--- src/rtl/pipe_stage_if.sv ---
// Instruction-fetch stage: owns the PC, picks the next PC from decode's redirect
// outputs, and drives the IF/ID register. A redirect whose delay slot is still
// waiting on memory is parked in ptgt and applied once that slot is accepted.
module pipe_stage_if #(
  parameter logic [31:0] RESET_PC = 32'h0000_0000,
  parameter logic [31:0] NOP_INST = 32'h0000_0000
) (
  input  logic        clk,
  input  logic        resetn,     // active-high synchronous reset despite the name
  input  logic [1:0]  pcsource,
  input  logic [31:0] bpc,
  input  logic [31:0] jpc,
  input  logic [31:0] rpc,
  input  logic        wpcir,
  input  logic [31:0] imem_inst,
  input  logic        imem_ready,
  output logic [31:0] imem_addr,
  output logic [31:0] pc,
  output logic [31:0] dpc4,
  output logic [31:0] dinst,
  output logic        dvalid
);

  typedef enum logic [0:0] {StRun, StPend} state_t;

  state_t      state;
  logic [31:0] ptgt;
  logic [31:0] pc4;
  logic [31:0] tgt;
  logic        redirect;

  assign pc4       = pc + 32'd4;
  assign imem_addr = pc;
  assign redirect  = (pcsource != 2'b00);

  // Redirect target mux; code 00 is "no redirect" and falls through to pc4.
  always_comb begin
    tgt = pc4;
    unique case (pcsource)
      2'b00:   tgt = pc4;
      2'b01:   tgt = bpc;
      2'b10:   tgt = rpc;
      2'b11:   tgt = jpc;
      default: tgt = pc4;
    endcase
  end

  // PC, IF/ID register and pending-redirect FSM.
  always_ff @(posedge clk) begin
    if (resetn) begin
      pc     <= RESET_PC;
      dpc4   <= 32'd0;
      dinst  <= NOP_INST;
      dvalid <= 1'b0;
      state  <= StRun;
      ptgt   <= 32'd0;
    end else if (wpcir) begin
      if (!imem_ready) begin
        // Memory busy: issue a bubble and keep refetching the same address.
        dpc4   <= pc4;
        dinst  <= NOP_INST;
        dvalid <= 1'b0;
        if (state == StRun && redirect) begin
          // Branch in decode while its delay slot waits: remember where to go.
          ptgt  <= tgt;
          state <= StPend;
        end
      end else begin
        dpc4   <= pc4;
        dinst  <= imem_inst;
        dvalid <= 1'b1;
        if (state == StPend) begin
          // Decode holds a bubble here, so pcsource is meaningless.
          pc    <= ptgt;
          state <= StRun;
        end else if (redirect) begin
          pc <= tgt;
        end else begin
          pc <= pc4;
        end
      end
    end
  end

endmodule
--- config.mk ---
export PLATFORM = sky130hd
export DESIGN_NAME = pipe_stage_if
export DESIGN_NICKNAME = d
export VERILOG_FILES = /design/src/rtl/pipe_stage_if.sv
export SDC_FILE = /design/constraint.sdc
export NUM_CORES = 1
export LEC_CHECK = 0
export BUFFER_PORTS_ARGS = -buffer_cell sky130_fd_sc_hd__buf_2
export CORE_MARGIN = 2
export CORE_UTILIZATION = 45
export DETAILED_ROUTE_END_ITERATION = 8
export HOLD_SLACK_MARGIN = 0.12
export PLACE_DENSITY = 0.82
export SETUP_SLACK_MARGIN = 0.5
export SYNTH_ARGS = -nofsm -noshare
export SYNTH_HDL_FRONTEND = slang
export SYNTH_SLANG_ARGS = --single-unit
--- constraint.sdc ---
create_clock -name clk -period 2 [get_ports clk]
set_clock_uncertainty 0.2 [all_clocks]
set_input_delay 0.2 -clock clk [delete_from_list [all_inputs] [get_ports clk]]
set_output_delay 0.2 -clock clk [all_outputs]
set_load 0.02 [all_outputs]
-- Word level (Yosys, flattened, before mapping)
Cells that the tools add are included.
W data, S select, Z words.
- input port bits: 134
- register bits after elaboration: 130
- logic and storage cells: 26
- output and inout bits: 129
- reductions and logical operators: 7
- mux-type cells: 7
- bitwise gates (word level): 2
- add/subtract/negate cells: 1
- eq/ne operators: 3
- operators by type and width (cell ; number):
    $pmux W32 S4 ; 1
    $mux W32 ; 3
    $add A32 B3 Y32 const B ; 1
    $eq A2 B2 Y1 const B ; 2
    $reduce_and A2 Y1 ; 2
    $reduce_bool A2 Y1 ; 2
    $mux W1 ; 3
    $reduce_and A3 Y1 ; 1
    $eq A2 B1 Y1 const B ; 1
    $logic_not A2 Y1 ; 1
    $not A1 Y1 ; 2
    $logic_and A1 B1 Y1 ; 1

-- Depth between registers and ports, before layout
Gate-level depths: netlist of the first run.
- word-level depth: 4
- mapped depth: 8
- depth with buffers taken out: 6

-- Least setup slack after synthesis of the first run
Ideal clock, no wire load.
- kind: register to register
- from: reg pc[2], in the netlist imem_addr[2]
- to: reg pc[24], in the netlist imem_addr[24]
- stages on the path, launching flop included: 7
- clock period less this slack: 2197 ps
- path buffers: 0
- library setup time: 91 ps
- arrival time: 1906 ps
- required time: 1709 ps
- slack: -197 ps
- cells stage by stage: dfxtp_1 > ha_1 > nand4_2 > nor4_1 > and4_1 > o21ai_0 > a311oi_1
- longest elaborated chain between the ends: 4
- ends and longest elaborated chain (element ; RTL line ; RTL):
    from (decl) ; 18 ; output logic [31:0] pc,
    from (signal assigned) ; 74 ; pc <= ptgt;
    from (signal assigned) ; 77 ; pc <= tgt;
    from (signal assigned) ; 79 ; pc <= pc4;
    $add A32 B3 Y32 * ; 32 ; assign pc4 = pc + 32'd4;
    $pmux W32 S4 ; 39 ; unique case (pcsource)
    $mux W32 * ; 76 ; end else if (redirect) begin
    $mux W32 * ; 72 ; if (state == StPend) begin
Mark *: on every way between the ends. The rest lies on a longest branch, timed or not.
A chain may end at the register's enable or synchronous reset.

-- Worst setup path in the final report of the first run
- from: reg pc[6], in the netlist imem_addr[6]
- to: reg pc[13], in the netlist imem_addr[13]
Same word-level chain as after synthesis.

==> out/summary.log, run 1 <==
qor: cts.cts_num_sinks 130
qor: yosys.yosysSeqAreaShare 0.380
qor: worst_hold_path.hp-class input pin to register
qor: grt.grt.total_usage 0.357
qor: cts.h_tree_levels 4
qor: yosys.synth.distinct_cells 65
qor: place.placer_s_final_routability_congestion_estimate 0.966
qor: layout.antenna_cells 0
qor: die.core_area 15000 sq um
qor: critical_path.cpLargestDelayFamily simple AND/OR/NAND/NOR gates
qor: sta.post-route-period-util 1.06
qor: detailed_routing.drtAntennaViolNets 0
qor: critical_path.timing.critical_path.required 2.07 ns
qor: grt.grt_max_degree 88
qor: die.rows 45
qor: yosys.mappedNetlistArea 6850 sq um
qor: yosys.netlist_top_cells_count 130 x sky130_fd_sc_hd__dfxtp_1, 128 x sky130_fd_sc_hd__nor2_1, 64 x sky130_fd_sc_hd__a21oi_1
qor: yosys.synth_area_leader_cell sky130_fd_sc_hd__dfxtp_1
qor: yosys.synth_nets 977
qor: critical_path.crit_type register to register
qor: layout.finish.utilization 0.787
qor: place.half_perimeter_wire_length_after_detailed_placement 17100 um
qor: detailed_routing.vias 9255
qor: yosys.ys_ff_latch 130
qor: critical_path.path_buf_inv 1
qor: layout.drive_above_1_share 0.471
qor: grt.grt_antenna_before_repair 1
qor: die.floorplan.initialDensity 0.456
qor: power_and_ir_drop.powerDensity 680 nW/um^2
qor: sta.finalHoldViolations 0
qor: cts.tritoncts.num_buffers 17
qor: detailed_routing.totalWireLength 34500 um
qor: die.floorplan.io_pins 263
qor: detailed_routing.drtIter0Drc 1371
qor: cts.cts_root_buf sky130_fd_sc_hd__clkbuf_16
qor: yosys.synth_most_common_cell sky130_fd_sc_hd__dfxtp_1
qor: critical_path.timing.critical_path.from_type register
qor: cts.tritoncts built
qor: critical_path.timing.rr.end imem_addr[13]
qor: place.port_buffers 262
qor: yosys.ys_async_sr_fraction 0
qor: die.floorplan.die_area 16200 sq um
qor: critical_path.critPathSlowestCell sky130_fd_sc_hd__mux2i_2
qor: yosys.number_of_warnings_issued_by_yosys 0
qor: grt.vias_in_the_first_global_route 8380
qor: critical_path.critical_path_arrival 2.20 ns
qor: place.pre_cts_setup_slack -0.0357 ns
qor: grt.grt_pass1_wl 45200 um
qor: yosys.synthTopCellsByArea sky130_fd_sc_hd__dfxtp_1 38%, sky130_fd_sc_hd__nor2_1 7.0%, sky130_fd_sc_hd__mux2i_1 5.1%
qor: sta.fin_ws -0.123 ns
qor: critical_path.reg2reg_slack -0.12 ns
qor: worst_hold_path.worstHoldPathCells 4
qor: critical_path.worst_r2r_start imem_addr[6]
qor: sta.setup_viol 13
qor: critical_path.path_max_fanout 6
qor: sta.worst_slew_margin_rel 0.276
qor: yosys.post_synth.cell_area_avg 8.14 sq um
qor: yosys.post_synth_top_area_share 0.380
qor: sta.totalNegativeSetupSlack -0.528 ns
qor: layout.layout.cell_area.non_filler 11800 sq um
qor: cts.worstSkewPairLatency 0.43 ns
qor: grt.grt.overflow.total 0
qor: layout.design.final.nets 1390
qor: detailed_routing.wl_per_cell 23.7 um
qor: run_status.run_status complete, but fails checks
qor: yosys.synth-edff-count 0
qor: sta.finalCriticalPeriod 2.12 ns
qor: cts.clock_path_buffers 2
qor: cts.cts.hold.buffers_added 88
qor: power_and_ir_drop.leakage_power 0.00532 uW
qor: cts.cts.reportedPaths.clkPinSlew 0.07 ns
qor: critical_path.worst_setup_path_end_kind register
qor: critical_path.critical_path.cell_chain nand3_4 > buf_6 > nor4_4 > mux2i_2 > o221a_2 > nor2_1
qor: sta.rsz0062_at_grt true
qor: power_and_ir_drop.total_power 8050 uW
qor: power_and_ir_drop.vdd_ir_max 0.000740 V
qor: worst_hold_path.worstHoldStart jpc[27]
qor: run.maximum_capacitance_violations 0
qor: sta.max_clock_freq 471 MHz
qor: die.die_h 127 um
qor: run_status.violations setup timing
qor: worst_hold_path.whs_endpoint ptgt[27]
qor: die.die_x 127 um
qor: detailed_routing.via_per_inst 6.36
qor: sta.drv_slew 0
qor: critical_path.r2r.worst_path.cells 6
qor: detailed_routing.remaining_drc_errors 0
qor: detailed_routing.drt_first_pass_iters 7
qor: place.postPlaceCellArea 8650 sq um
qor: sta.timing_worst_slew_pin_value 1.09 ns
qor: yosys.ys_dominant_reg_cell sky130_fd_sc_hd__dfxtp_1
qor: yosys.synth_cells 842
qor: layout.syn2layout_area_growth 72.7%
qor: critical_path.cp_slowest_stage_delay 0.40 ns
## report_power, final
part	internal, uW	total, uW	switching, uW	leakage (uW)
registers	2730	2850	122	0.00108
logic	836	1880	1050	0.00393
clock network	2000	3320	1320	0.000304
total	5560	8050	2490	0.00532
## through the flow
step                      hold WS [ns]  std cells
after floorplan                  0.139        842
after global placement           0.222       1259
after detailed placement         0.235       1259
after CTS                       0.0640       1425
after global routing             0.104       1456
final                            0.105       1456
## flip-flops by register name, indices dropped and copies added (netlist names)
| signal | flops |
|---|---|
| ptgt | 32 |
| dvalid | 1 |
| dinst | 32 |
| dpc4 | 32 |
| state | 1 |
| imem_addr | 32 |
## repair_timing
action                     in CTS  in global routing
hold endpoints to repair       90                  1
pin swaps                      47                 59
gates cloned                    6                  1
setup endpoints to repair     106                176
setup buffers                  40                 30
resized for setup              84                174
## per-layer routing
layer / GRT usage / share of wire / vias to the layer above
li1: - / - / 3795
met1: 0.430 / 0.35 / 4237
met2: 0.581 / 0.44 / 920
met3: 0.0980 / 0.12 / 303
met4: 0.197 / 0.083 / 0
met5: 0 / 0 / -
## cell families (layout without fill, tap and decap cells)
kind of cell               count (synthesis)  in the layout  synth area share
DFF                                      130            130             0.380
and+or+nand+nor                          329            334             0.234
AOI/OAI and AO/OA                        197            197             0.186
muxes                                     50             50            0.0856
adders and majority gates                  1              1           0.00183
xor gates and xnor gates                  25             25            0.0320
buffers and inverters                    110            531            0.0813
## worst register-to-register path: stages, from the launching register on
cell	delay, ns
sky130_fd_sc_hd__dfxtp_4	0.39
sky130_fd_sc_hd__nand3_4	0.16
sky130_fd_sc_hd__buf_6	0.17
sky130_fd_sc_hd__nor4_4	0.34
sky130_fd_sc_hd__mux2i_2	0.40
sky130_fd_sc_hd__o221a_2	0.26
sky130_fd_sc_hd__nor2_1	0.04
## worst max path at each step
stage	depth (start not counted)	slack, ns	endpoint	startpoint
2_1_floorplan	6	0.02	imem_addr[25]	imem_addr[10]
3_3_place_gp	7	-0.03	imem_addr[17]	pcsource[0]
3_5_place_dp	7	-0.04	imem_addr[17]	pcsource[0]
4_1_cts	5	0.08	dpc4[26]	imem_addr[13]
5_1_grt	6	-0.15	imem_addr[19]	pcsource[1]
6_report	6	-0.12	imem_addr[13]	imem_addr[6]
## cells in the final DEF, fill, tap and decap left out, drive strengths merged, types with 3 or more instances in the layout
cell type / synthesis / routed
a211oi: 31 / 31
a21oi: 64 / 64
a221oi: 4 / 4
a22oi: 7 / 7
a311oi: 8 / 8
a31oi: 4 / 4
and2: 4 / 9
and3: 4 / 4
buf: 51 / 399
clkbuf: 47 / 20
clkinv: 0 / 3
dfxtp: 130 / 130
dlygate4sd3: 0 / 85
dlymetal6s4s: 0 / 3
inv: 12 / 18
mux2: 9 / 9
mux2i: 35 / 35
mux4: 6 / 6
nand2: 61 / 61
nand2b: 16 / 16
nand3: 22 / 22
nand3b: 3 / 3
nand4: 12 / 12
nor2: 128 / 128
nor2b: 36 / 36
nor3: 20 / 20
nor4: 9 / 9
o211ai: 7 / 7
o21a: 3 / 3
o21ai: 34 / 34
o221ai: 3 / 3
o22ai: 6 / 6
o2bb2ai: 5 / 5
o31a: 3 / 3
o31ai: 3 / 3
or3: 5 / 5
xnor2: 9 / 9
xor2: 16 / 16
## layout make-up
class | instances | area [sq um]
Multi-Input combinational cell | 607 | 4540
Timing Repair Buffer | 487 | 3720
Inverter | 12 | 47.5
Fill cell | 786 | 3200
Sequential cell | 130 | 2670
Tap cell | 188 | 235
Clock inverter | 12 | 140
Clock buffer | 20 | 478
Power figures use the tool's default switching activity.
==> run 2: changes to the inputs <==
- CELL_PAD_IN_SITES_DETAIL_PLACEMENT: not set -> 0
- CELL_PAD_IN_SITES_GLOBAL_PLACEMENT: not set -> 1
- CORE_UTILIZATION: 45 -> 32
==> out/summary.log, run 2 (synthesized netlist as in run 1, its figures left out) <==
qor: sta.fin_ws -0.0242 ns [+0.0988 ns]
qor: critical_path.timing.critical_path.required 2.14 ns [+0.07 ns]
qor: run_status.violations setup timing
qor: critical_path.path_max_fanout 3 [-3]
qor: worst_hold_path.worstHoldStart jpc[4]
qor: sta.worst_slew_margin_rel 0.282 [+0.00560]
qor: die.die_x 150 um [+18%]
qor: place.port_buffers 262 [unchanged]
qor: grt.grt.total_usage 0.248 [-0.110]
qor: place.half_perimeter_wire_length_after_detailed_placement 18900 um [+11%]
qor: critical_path.reg2reg_slack -0.02 ns [+0.10 ns]
qor: layout.antenna_cells 0 [unchanged]
qor: detailed_routing.remaining_drc_errors 0 [unchanged]
qor: grt.vias_in_the_first_global_route 7803 [-6.9%]
qor: detailed_routing.via_per_inst 5.31 [-16%]
qor: worst_hold_path.whs_endpoint ptgt[4]
qor: cts.cts.hold.buffers_added 74 [-16%]
qor: place.placer_s_final_routability_congestion_estimate 0.917 [-5.0%]
qor: die.core_area 21000 sq um [+40%]
qor: layout.seq_area 2680 sq um [+0.19%]
qor: cts.cts_root_buf sky130_fd_sc_hd__clkbuf_16
qor: critical_path.timing.critical_path.from_type register
qor: sta.finalCriticalPeriod 2.02 ns [-0.0988 ns]
qor: grt.grt_antenna_before_repair 0 [-1]
qor: cts.cts.reportedPaths.clkPinSlew 0.06 ns [about the same]
qor: critical_path.most_numerous_cell_on_the_critical_path sky130_fd_sc_hd__nand4_1
qor: die.floorplan.io_pins 263 [unchanged]
qor: cts.tritoncts built
qor: die.die_h 150 um [+18%]
qor: grt.grt_pass1_wl 43000 um [-4.8%]
qor: die.rows 53 [+18%]
qor: cts.worstSkewPairLatency 0.43 ns [about the same]
qor: layout.drive_above_1_share 0.490 [+0.0193]
qor: layout.layout_common_cells 213 x sky130_fd_sc_hd__buf_2, 121 x sky130_fd_sc_hd__buf_4, 107 x sky130_fd_sc_hd__nor2_1, 101 x sky130_fd_sc_hd__dfxtp_1, 73 x sky130_fd_sc_hd__dlygate4sd3_1
qor: critical_path.critical_path_arrival 2.16 ns [-0.04 ns]
qor: critical_path.crit_type register to register
qor: detailed_routing.drtAntennaViolNets 0 [unchanged]
qor: critical_path.timing.rr.end dpc4[30]
qor: sta.finalHoldWorstSlack 0.0825 ns [-0.0225 ns]
qor: detailed_routing.vias 8204 [-11%]
qor: cts.tritoncts.num_buffers 17 [unchanged]
qor: sta.timing_worst_slew_pin_value 1.08 ns [-0.00840 ns]
qor: layout.syn2layout_area_growth 76.5%
qor: layout.design.final.nets 1391 [+0.072%]
qor: sta.drv_slew 0 [unchanged]
qor: die.floorplan.die_area 22600 sq um [+39%]
qor: critical_path.cp_slowest_stage_delay 0.37 ns [-0.03 ns]
qor: place.pre_cts_setup_slack -0.0111 ns [+0.0246 ns]
qor: worst_hold_path.hp-class input pin to register
qor: run_status.run_status complete, but fails checks
qor: detailed_routing.totalWireLength 29900 um [-13%]
qor: grt.grt.overflow.total 0 [unchanged]
qor: layout.fillCellCount 1761 [+120%]
qor: power_and_ir_drop.leakage_power 0.00533 uW [+0.26%]
qor: layout.mostFrequentLayoutCell sky130_fd_sc_hd__buf_2
qor: grt.grt_max_degree 52 [-41%]
qor: power_and_ir_drop.vdd_ir_max 0.000611 V [-17%]
qor: sta.finalHoldViolations 0 [unchanged]
qor: detailed_routing.drt_first_pass_iters 5 [-2]
qor: run.maximum_capacitance_violations 0 [unchanged]
qor: critical_path.r2r.worst_path.cells 6 [unchanged]
qor: cts.h_tree_levels 4 [unchanged]
qor: cts.cts_num_sinks 130 [unchanged]
qor: worst_hold_path.worstHoldPathCells 4 [unchanged]
qor: sta.setup_viol 2 [-11]
qor: power_and_ir_drop.powerDensity 655 nW/um^2 [-3.8%]
qor: layout.multiInputGateArea 4580 sq um [+0.85%]
qor: sta.rsz0062_at_grt true
qor: critical_path.worst_setup_path_end_kind register
qor: cts.clock_path_buffers 2 [unchanged]
qor: critical_path.critical_path.cell_chain nand4_1 > buf_4 > nor3_4 > nand4_1 > xor2_1 > a211oi_1
qor: die.floorplan.initialDensity 0.326 [-0.130]
qor: sta.max_clock_freq 494 MHz [+4.9%]
qor: sta.post-route-period-util 1.01 [-0.0494]
qor: detailed_routing.wl_per_cell 19.4 um [-18%]
qor: critical_path.critPathSlowestCell sky130_fd_sc_hd__dfxtp_2
qor: detailed_routing.drtIter0Drc 684 [-50%]
qor: critical_path.worst_r2r_start imem_addr[17]
==> run 2: worst max-delay path, delay by kind of cell (launching register included) <==
| family | cells | cell delay [ns] |
|---|---|---|
| flip-flops | 1 | 0.37 |
| AND/OR/NAND/NOR | 3 | 0.71 |
| XOR/XNOR | 1 | 0.23 |
| buffers and inverters | 1 | 0.21 |
| AO/OA/AOI/OAI | 1 | 0.22 |
==> run 2: cell type report <==
type | count | share of cell area
Timing Repair Buffer | 492 | 0.317
Clock buffer | 17 | 0.0352
Clock inverter | 15 | 0.0151
Multi-Input combinational cell | 603 | 0.379
Sequential cell | 130 | 0.221
Tap cell | 275 | 0.0285
Inverter | 12 | 0.00404
==> run 2: layer usage <==
metal | share of wire | track usage | wire length, um
met5 | 0 | 0 | 0
met1 | 0.41 | 0.325 | 12200
met2 | 0.48 | 0.403 | 14300
met3 | 0.081 | 0.0464 | 2430
met4 | 0.035 | 0.0958 | 1040
==> run 2: worst max path at each step <==
stage                       start       endpoint  slack [ns]  depth (start not counted)
floorplan           imem_addr[10]  imem_addr[25]        0.02                          6
global placement     imem_addr[3]  imem_addr[18]       0.007                          5
detailed placement   imem_addr[3]  imem_addr[30]       -0.01                          6
CTS                  imem_addr[3]   imem_addr[4]        0.07                          6
global route        imem_addr[17]       dpc4[30]       -0.10                          6
finish              imem_addr[17]       dpc4[30]       -0.02                          6
==> run 2: timing repair <==
| item | CTS | global route |
|---|---|---|
| gates cloned | 2 | 2 |
| resized for setup | 131 | 169 |
| pin swaps | 63 | 52 |
| buffers inserted | 43 | 34 |
| hold endpoints to repair | 78 | 1 |
| setup endpoints to repair | 110 | 138 |
==> run 2: power breakdown <==
part / leakage, uW / switching [uW] / internal [uW]
registers: 0.00108 / 109 / 2730
logic: 0.00396 / 970 / 848
clock network: 0.000290 / 1290 / 1970
total: 0.00533 / 2370 / 5540
==> run 2: per-stage QoR <==
stage          TNS, ns  area (sq um)  utilization  std cells  total power (uW)
2_1_floorplan        0          7150            -        842              3710
4_1_cts              0         11100        0.529       1508              7700
5_1_grt         -0.484         12100        0.575       1544              8180
3_5_place_dp   -0.0111          8840        0.421       1357              4230
3_3_place_gp         0          8840        0.421       1357              4220
6_report       -0.0283         12100        0.575       1544              7920
